File: src/rtl/ram8_16bit_pkg.sv
// rtl/ram8_16bit_pkg.sv - shared constants and state type for the RAM8 storage stage
package ram8_16bit_pkg;

  localparam int WIDTH  = 16;
  localparam int DEPTH  = 8;
  localparam int ADDR_W = 3;

  typedef enum logic {
    IDLE  = 1'b0,
    CLEAR = 1'b1
  } state_e;

endpackage

File: src/rtl/ram8_16bit_mux8to1.sv
// rtl/ram8_16bit_mux8to1.sv - 8-to-1 16-bit read mux
module mux8to1_16bit
  import ram8_16bit_pkg::*;
(
  input  logic [WIDTH-1:0]  in0_i,
  input  logic [WIDTH-1:0]  in1_i,
  input  logic [WIDTH-1:0]  in2_i,
  input  logic [WIDTH-1:0]  in3_i,
  input  logic [WIDTH-1:0]  in4_i,
  input  logic [WIDTH-1:0]  in5_i,
  input  logic [WIDTH-1:0]  in6_i,
  input  logic [WIDTH-1:0]  in7_i,
  input  logic [ADDR_W-1:0] sel_i,
  output logic [WIDTH-1:0]  out_o
);

  always_comb begin
    out_o = in0_i;
    case (sel_i)
      3'd0: out_o = in0_i;
      3'd1: out_o = in1_i;
      3'd2: out_o = in2_i;
      3'd3: out_o = in3_i;
      3'd4: out_o = in4_i;
      3'd5: out_o = in5_i;
      3'd6: out_o = in6_i;
      3'd7: out_o = in7_i;
      default: out_o = in0_i;
    endcase
  end

endmodule

File: src/rtl/ram8_16bit.sv
// rtl/ram8_16bit.sv - eight-word 16-bit register bank with built-in clear sweep
module ram8_16bit
  import ram8_16bit_pkg::*;
(
  input  logic              clk,
  input  logic              rst,
  input  logic [WIDTH-1:0]  in,
  input  logic              load,
  input  logic [ADDR_W-1:0] address,
  input  logic              clear,
  output logic [WIDTH-1:0]  out,
  output logic              busy
);

  state_e             state_q, state_d;
  logic [ADDR_W-1:0]  cnt_q, cnt_d;
  logic               busy_q, busy_d;
  logic [WIDTH-1:0]   mem_q [DEPTH];

  logic               wr_en;
  logic [ADDR_W-1:0]  wr_addr;
  logic [WIDTH-1:0]   wr_data;

  // A single write port is shared between host loads and the sweep's zeroing.
  always_comb begin
    state_d = state_q;
    cnt_d   = cnt_q;
    busy_d  = busy_q;
    wr_en   = 1'b0;
    wr_addr = address;
    wr_data = in;
    case (state_q)
      IDLE: begin
        if (clear) begin
          state_d = CLEAR;
          cnt_d   = '0;
          busy_d  = 1'b1;
        end else if (load) begin
          wr_en = 1'b1;
        end
      end
      CLEAR: begin
        wr_en   = 1'b1;
        wr_addr = cnt_q;
        wr_data = '0;
        cnt_d   = cnt_q + 3'd1;
        if (cnt_q == 3'(DEPTH - 1)) begin
          state_d = IDLE;
          busy_d  = 1'b0;
        end
      end
      default: state_d = IDLE;
    endcase
  end

  always_ff @(posedge clk or posedge rst) begin
    if (rst) begin
      state_q <= IDLE;
      cnt_q   <= '0;
      busy_q  <= 1'b0;
      for (int i = 0; i < DEPTH; i++) mem_q[i] <= '0;
    end else begin
      state_q <= state_d;
      cnt_q   <= cnt_d;
      busy_q  <= busy_d;
      if (wr_en) mem_q[wr_addr] <= wr_data;
    end
  end

  assign busy = busy_q;

  mux8to1_16bit u_mux (
    .in0_i (mem_q[0]),
    .in1_i (mem_q[1]),
    .in2_i (mem_q[2]),
    .in3_i (mem_q[3]),
    .in4_i (mem_q[4]),
    .in5_i (mem_q[5]),
    .in6_i (mem_q[6]),
    .in7_i (mem_q[7]),
    .sel_i (address),
    .out_o (out)
  );

endmodule

File: config.mk
export PLATFORM = sky130hd
export DESIGN_NAME = ram8_16bit
export DESIGN_NICKNAME = d
export VERILOG_FILES = /design/src/rtl/ram8_16bit_pkg.sv /design/src/rtl/ram8_16bit_mux8to1.sv /design/src/rtl/ram8_16bit.sv
export SDC_FILE = /design/constraint.sdc
export NUM_CORES = 1
export LEC_CHECK = 0
export CORE_AREA = 8 8 97 165
export CTS_BUF_LIST = sky130_fd_sc_hd__clkbuf_2 sky130_fd_sc_hd__clkbuf_4 sky130_fd_sc_hd__clkbuf_8
export DETAILED_ROUTE_END_ITERATION = 8
export DIE_AREA = 0 0 105 173
export SLEW_MARGIN = 20
export SYNTH_ARGS = -nofsm -noshare
export SYNTH_HDL_FRONTEND = slang
export SYNTH_SLANG_ARGS = --single-unit
File: constraint.sdc
create_clock -name clk -period 4.5 [get_ports clk]
set_input_delay 0.675 -clock clk [delete_from_list [all_inputs] [get_ports clk]]
set_output_delay 0.675 -clock clk [all_outputs]
set_load 0.05 [all_outputs]
==> out/metrics.cfg, run 1 <==
[die]
die_h_um=173
initial_core_util_pct=44.5
pin_count=40
core_um2=13700
chipWidth_um=105
num_rows=57
die_area_um2=18200

[logic_synthesis]
yosysMostFrequentCell=dfrtp_1
syn_area_um2=6090
async_reset_ff_share_pct=100
synth-edff-count=0
synth_seq_area_share_pct=54.6
synth_flop_cell=dfrtp_1
synthDistinctLibCells=39
yosys.area_share.xor_xnor_pct=0
synth_compound_area_share_pct=15.7
yosysTopAreaCell=dfrtp_1
synth_top_family_by_area=compound AO/OA/AOI/OAI gates
syn_nets=601
synth_cells=576
syn_area_per_cell_um2=10.6
synth-seq-cells=133
synth_warnings=0
synthMuxAreaShare_pct=11.3
ys_top_cells_by_count=dfrtp_1, nand2_1, o21ai_0
synth.area.top_cells=dfrtp_1, nand2_1, o21ai_0, o21ai_1, mux2i_1
synth-adder-area-share_pct=0.411
synth_top_area_share_pct=54.6
synthSimpleGateAreaFrac_pct=13.8

[timing]
post-route-period-util_pct=77.2
fin_crit_ns=3.47
maxSlewViolCount=0
relSlewSlack_pct=39.4
fin_tns_setup_ns=0
grt_setup_unrepaired=no
clock.fmax_ghz=0.288
setup_violations=0
worstMarginPinSlew_ns=0.909
clock_skew_ns=0.00735
holdWs_ns=0.481
hold_viol_final=0

[routing]
drt_iter0_markers=198
drt_pre_antenna_iters=5
wl_per_cell_um=18.1
drc=0
vias=4327
via_per_inst=5.44
ant_nets=0
drt_wl_total_mm=14.4

[clock_tree]
ctsHtreeMaxLevel=4
cts-buffers-inserted=17
clk_path_buf_depth=2
clk_latency_ns=0.43
cts-root-buf=clkbuf_8
cts.repair.resized=0
clk_pin_slew_ns=0.08
post_cts_buffers=0
tritoncts=yes
cts_hold_buffers=0
clock-sinks=133

[grt]
grt_usage_pct=16.9
grt_pass1_vias=4529
globalRoute.busiestLayer=met2
use_met1_pct=19.9
grt-ovfl-total=0
use_met3_pct=3.35
grt_util_met2_pct=29.8
grt_pass1_wl_mm=24.3
grt_start_max_net_pins=73
antenna_found_initial=0

[worst_setup_path]
critical_path.cell_chain=buf_2 > mux4_1 > mux2_2 > clkdlybuf4s50_1
endpoint_kind=output pin
path_max_fanout=19
critical_path.max_stage_delay_ns=0.70
critPathArrivalTime_ns=2.80
required_ns=3.83
startpoint_type=primary input
critPathSlowestCell=clkdlybuf4s50_1
critical-path-top-delay-family=buffers and inverters
crit_buf_inv=2
path_class=in -> out

[power_and_ir_drop]
leakage_nw=3.17
power_w=0.00456
powerDensity_nw_per_um2=650
ir_drop_mv=0.430

[placement]
place_area_um2=6580
place.gp.congestion=0.755
io_buffer_count=39
place_hpwl_mm=9.23

[run_status]
status=finished clean

[final_layout]
final_util_pct=51.2
syn_to_final_growth_pct=15.1
fin_nets=632
fillerInstances=1284
drive_gt1_share_pct=13.7
fin_area_um2=7010
antenna_cells=0

[run]
drv_cap=0

[min_path]
hold_path.class=reg -> reg

power breakdown:
group,leakage [nW],internal (W),switching [W],total (W)
clock,0.218,0.000614,0.000462,0.00108
combinational,1.14,0.000570,0.00101,0.00158
sequential,1.81,0.00165,0.000255,0.00190
total,3.17,0.00283,0.00172,0.00456
tightest hold or removal path, cell delays in order (launching register included):
cell and delay, ns:
dfrtp_1 0.34, nand2_1 0.04, o21ai_1 0.06
per-layer routing:
metal	part of all wire (%)	vias up
met5	0	-
li1	-	2096
met2	52	88
met3	3.8	16
met4	1.3	0
met1	43	2127
placed cells by master, fill, tap and decap left out, drive strengths merged, types with 4 or more instances in the layout:
master         count
dfrtp            133
nand2            132
o21ai            131
clkdlybuf4s50     28
buf               25
mux2i             24
nand2b            20
clkbuf            18
o22ai             16
mux4              14
nor2              13
mux2               9
clkinv             8
a211oi             7
o22a               7
bufinv             4
nor3b              4
path summary, 6_finish.rpt:
| check | start | to | slack (ns) | cells after the start |
|---|---|---|---|---|
| min in group asynchronous | rst | mem_q[124] | 0.78 | 2 |
| worst max register to register | state_q | mem_q[21] | 2.16 | 5 |
| max in group asynchronous | rst | mem_q[50] | 2.89 | 3 |
| worst max-delay path | address[1] | out[4] | 1.03 | 4 |
| worst min-delay path | mem_q[89] | mem_q[89] | 0.48 | 2 |
| worst min register to register | mem_q[89] | mem_q[89] | 0.48 | 2 |
cell type report:
| class | instances | area [um2] | share of cell area [%] |
|---|---|---|---|
| flip-flops and latches | 133 | 3330 | 47.5 |
| repair buffers | 53 | 500 | 7.14 |
| clock inverters | 13 | 183 | 2.61 |
| multi-input cells | 400 | 2520 | 35.9 |
| well taps | 177 | 221 | 3.16 |
| clock buffers | 18 | 248 | 3.53 |
| inverters | 2 | 10.0 | 0.143 |
cell families (layout without fill, tap and decap cells):
| group | count (synthesis) | after routing |
|---|---|---|
| simple gates | 183 | 183 |
| compound gates | 168 | 168 |
| flops | 133 | 133 |
| mux | 47 | 47 |
| buf+inv | 43 | 86 |
| fa+ha+maj | 2 | 2 |
metrics by stage:
stage | instances | setup WS [ns]
6_report | 796 | 1.03
5_1_grt | 796 | 0.936
4_1_cts | 796 | 0.989
3_5_place_dp | 765 | 0.996
3_3_place_gp | 765 | 1.03
2_1_floorplan | 576 | 0.271
sequential cells by signal, indices dropped and copies added (netlist names):
register / cells
busy: 1
cnt_q: 3
state_q: 1
mem_q: 128
Note: power is estimated with default switching activity, not from simulation.
==> run 2, diff against run 1 <==
==> constraint.sdc (replaced) <==
create_clock -name clk -period 3.6 [get_ports clk]
set_input_delay 0.54 -clock clk [delete_from_list [all_inputs] [get_ports clk]]
set_output_delay 0.54 -clock clk [all_outputs]
set_load 0.05 [all_outputs]
==> run 2 against run 1 <==
Effect of this change:
- first-iteration DRC count up 15%
- clock skew up 0.0041 ns
- non-clock buffer count up 5
- hold slack worse by 0.0050 ns
- power up 33%
- combinational power up 36%
- largest power group unchanged
==> out/metrics.cfg, run 2 (synthesis gave the netlist of run 1 again) <==
[routing]
drt_pre_antenna_iters=4  ; -1
vias=4299  ; -0.65%
drt_iter0_markers=227  ; +15%
via_per_inst=5.36  ; -1.4%
drc=0  ; unchanged
ant_nets=0  ; unchanged
drt_wl_total_mm=14.8  ; +2.2%
wl_per_cell_um=18.4  ; +1.4%

[grt]
grt_usage_pct=17.0  ; about the same
antenna_found_initial=0  ; unchanged
grt-ovfl-total=0  ; unchanged
grt_pass1_vias=4616  ; +1.9%
grt_pass1_wl_mm=24.4  ; +0.49%
grt_start_max_net_pins=93  ; +27%

[timing]
clock_skew_ns=0.0115  ; +0.00411 ns
fin_crit_ns=2.96
grt_setup_unrepaired=no
relSlewSlack_pct=42.5  ; +3.2 points
worstMarginPinSlew_ns=0.862  ; -0.0474 ns
hold_viol_final=0  ; unchanged
post-route-period-util_pct=82.3
maxSlewViolCount=0  ; unchanged
fin_tns_setup_ns=0  ; unchanged
setup_violations=0  ; unchanged
clock.fmax_ghz=0.337

[final_layout]
max_flop_register=mem_q
fin_nets=637  ; +0.79%
fillerInstances=1269  ; -1.2%
largest_reg_flops=128  ; unchanged
syn_to_final_growth_pct=19.4
drive_gt1_share_pct=15.7  ; +1.9 points
register_area_um2=3330  ; unchanged
multiInputGateArea_um2=2520  ; unchanged
layout_commonest_cell=dfrtp_1
final_cell_mix=dfrtp_1, nand2_1, o21ai_0
final_util_pct=53.1  ; +1.9 points
largestRegisters=mem_q (128), cnt_q (3)
antenna_cells=0  ; unchanged

[clock_tree]
clk_pin_slew_ns=0.07  ; about the same
clock-sinks=133  ; unchanged
cts.repair.resized=0  ; unchanged
ctsHtreeMaxLevel=4  ; unchanged
cts-root-buf=clkbuf_8
tritoncts=yes
clk_latency_ns=0.44  ; about the same
post_cts_buffers=0  ; unchanged
cts-buffers-inserted=17  ; unchanged
clk_path_buf_depth=2  ; unchanged
cts_hold_buffers=0  ; unchanged

[min_path]
hold_end=mem_q[41]
hold_depth=2  ; unchanged
hold_start=mem_q[41]
hold_path.class=reg -> reg

[placement]
place_hpwl_mm=9.62  ; +4.3%
place.gp.congestion=0.776  ; +2.8%
io_buffer_count=39  ; unchanged

[run]
drv_cap=0  ; unchanged

[power_and_ir_drop]
ir_drop_mv=0.628  ; +46%
leakage_nw=3.27  ; +3.2%
powerDensity_nw_per_um2=834  ; +28%
power_w=0.00607  ; +33%

[die]
die_area_um2=18200  ; unchanged
num_rows=57  ; unchanged
initial_core_util_pct=44.5  ; unchanged
die_h_um=173  ; unchanged
chipWidth_um=105  ; unchanged
core_um2=13700  ; unchanged
pin_count=40  ; unchanged

[worst_setup_path]
path_max_fanout=32  ; +13
critPathArrivalTime_ns=2.42  ; -0.38 ns
worstRegToRegCells=4  ; -1
rrSetupSlack_ns=1.30  ; -0.86 ns
endpoint_kind=output pin
required_ns=3.06  ; -0.77 ns
path_class=in -> out
r2r-end=mem_q[31]
startpoint_type=primary input
r2r_start=state_q

[run_status]
status=finished clean

==> run 2: cell count changes in the layout (fill, tap and decap cells not counted), sizes merged <==
cell / previous run / this run
buf: 25 / 37
clkinvlp: 1 / 4
clkinv: 8 / 2
bufinv: 4 / 6
clkbuf: 18 / 20
clkdlybuf4s50: 28 / 21
==> run 2: worst max-delay path, stage by stage <==
cell and delay, ns:
buf_2 0.65, buf_4 0.37, mux2i_1 0.13, a211oi_1 0.35, o22a_1 0.22, buf_12 0.14
==> run 2: routing by layer <==
layer  vias to the layer above  part of all wire, %  global-route usage (%)
met5                         -                    0                       0
li1                       2091                    -                       -
met1                      2115                   42                    19.8
met3                        22                  2.7                    3.28
met2                        71                   53                    29.3
met4                         0                  2.3                    7.42
==> run 2: how the worst max path moves through the flow <==
stage / startpoint / end / slack (ns) / depth (start not counted)
floorplan: address[0] / out[1] / 0.99 / 6
global placement: address[2] / out[8] / 0.64 / 6
detailed placement: address[2] / out[8] / 0.62 / 6
CTS: address[2] / out[8] / 0.61 / 6
global route: address[2] / out[8] / 0.56 / 6
finish: address[2] / out[8] / 0.64 / 6
==> run 2: power breakdown <==
group / total (W) / internal [W] / switching [W] / leakage, nW
Sequential: 0.00239 / 0.00206 / 0.000328 / 1.81
Clock: 0.00153 / 0.000931 / 0.000600 / 0.236
Combinational: 0.00215 / 0.000855 / 0.00130 / 1.22
==> run 2: through the flow <==
step	worst slack, ns	std cells	hold WS, ns	cell area (um2)
3_5_place_dp	0.619	770	0.465	6790
3_3_place_gp	0.640	770	0.455	6790
4_1_cts	0.615	802	0.481	7280
6_report	0.636	802	0.476	7280
2_1_floorplan	0.989	576	0.442	6100
5_1_grt	0.565	802	0.501	7280
==> run 2: final cells by class <==
| cell class | instances | area share, % |
|---|---|---|
| multi-input cells | 400 | 34.6 |
| flip-flops and latches | 133 | 45.7 |
| repair buffers | 58 | 9.73 |
| well taps | 177 | 3.04 |
| inverters | 2 | 0.155 |
| clock inverters | 12 | 3.09 |
| clock buffers | 20 | 3.61 |
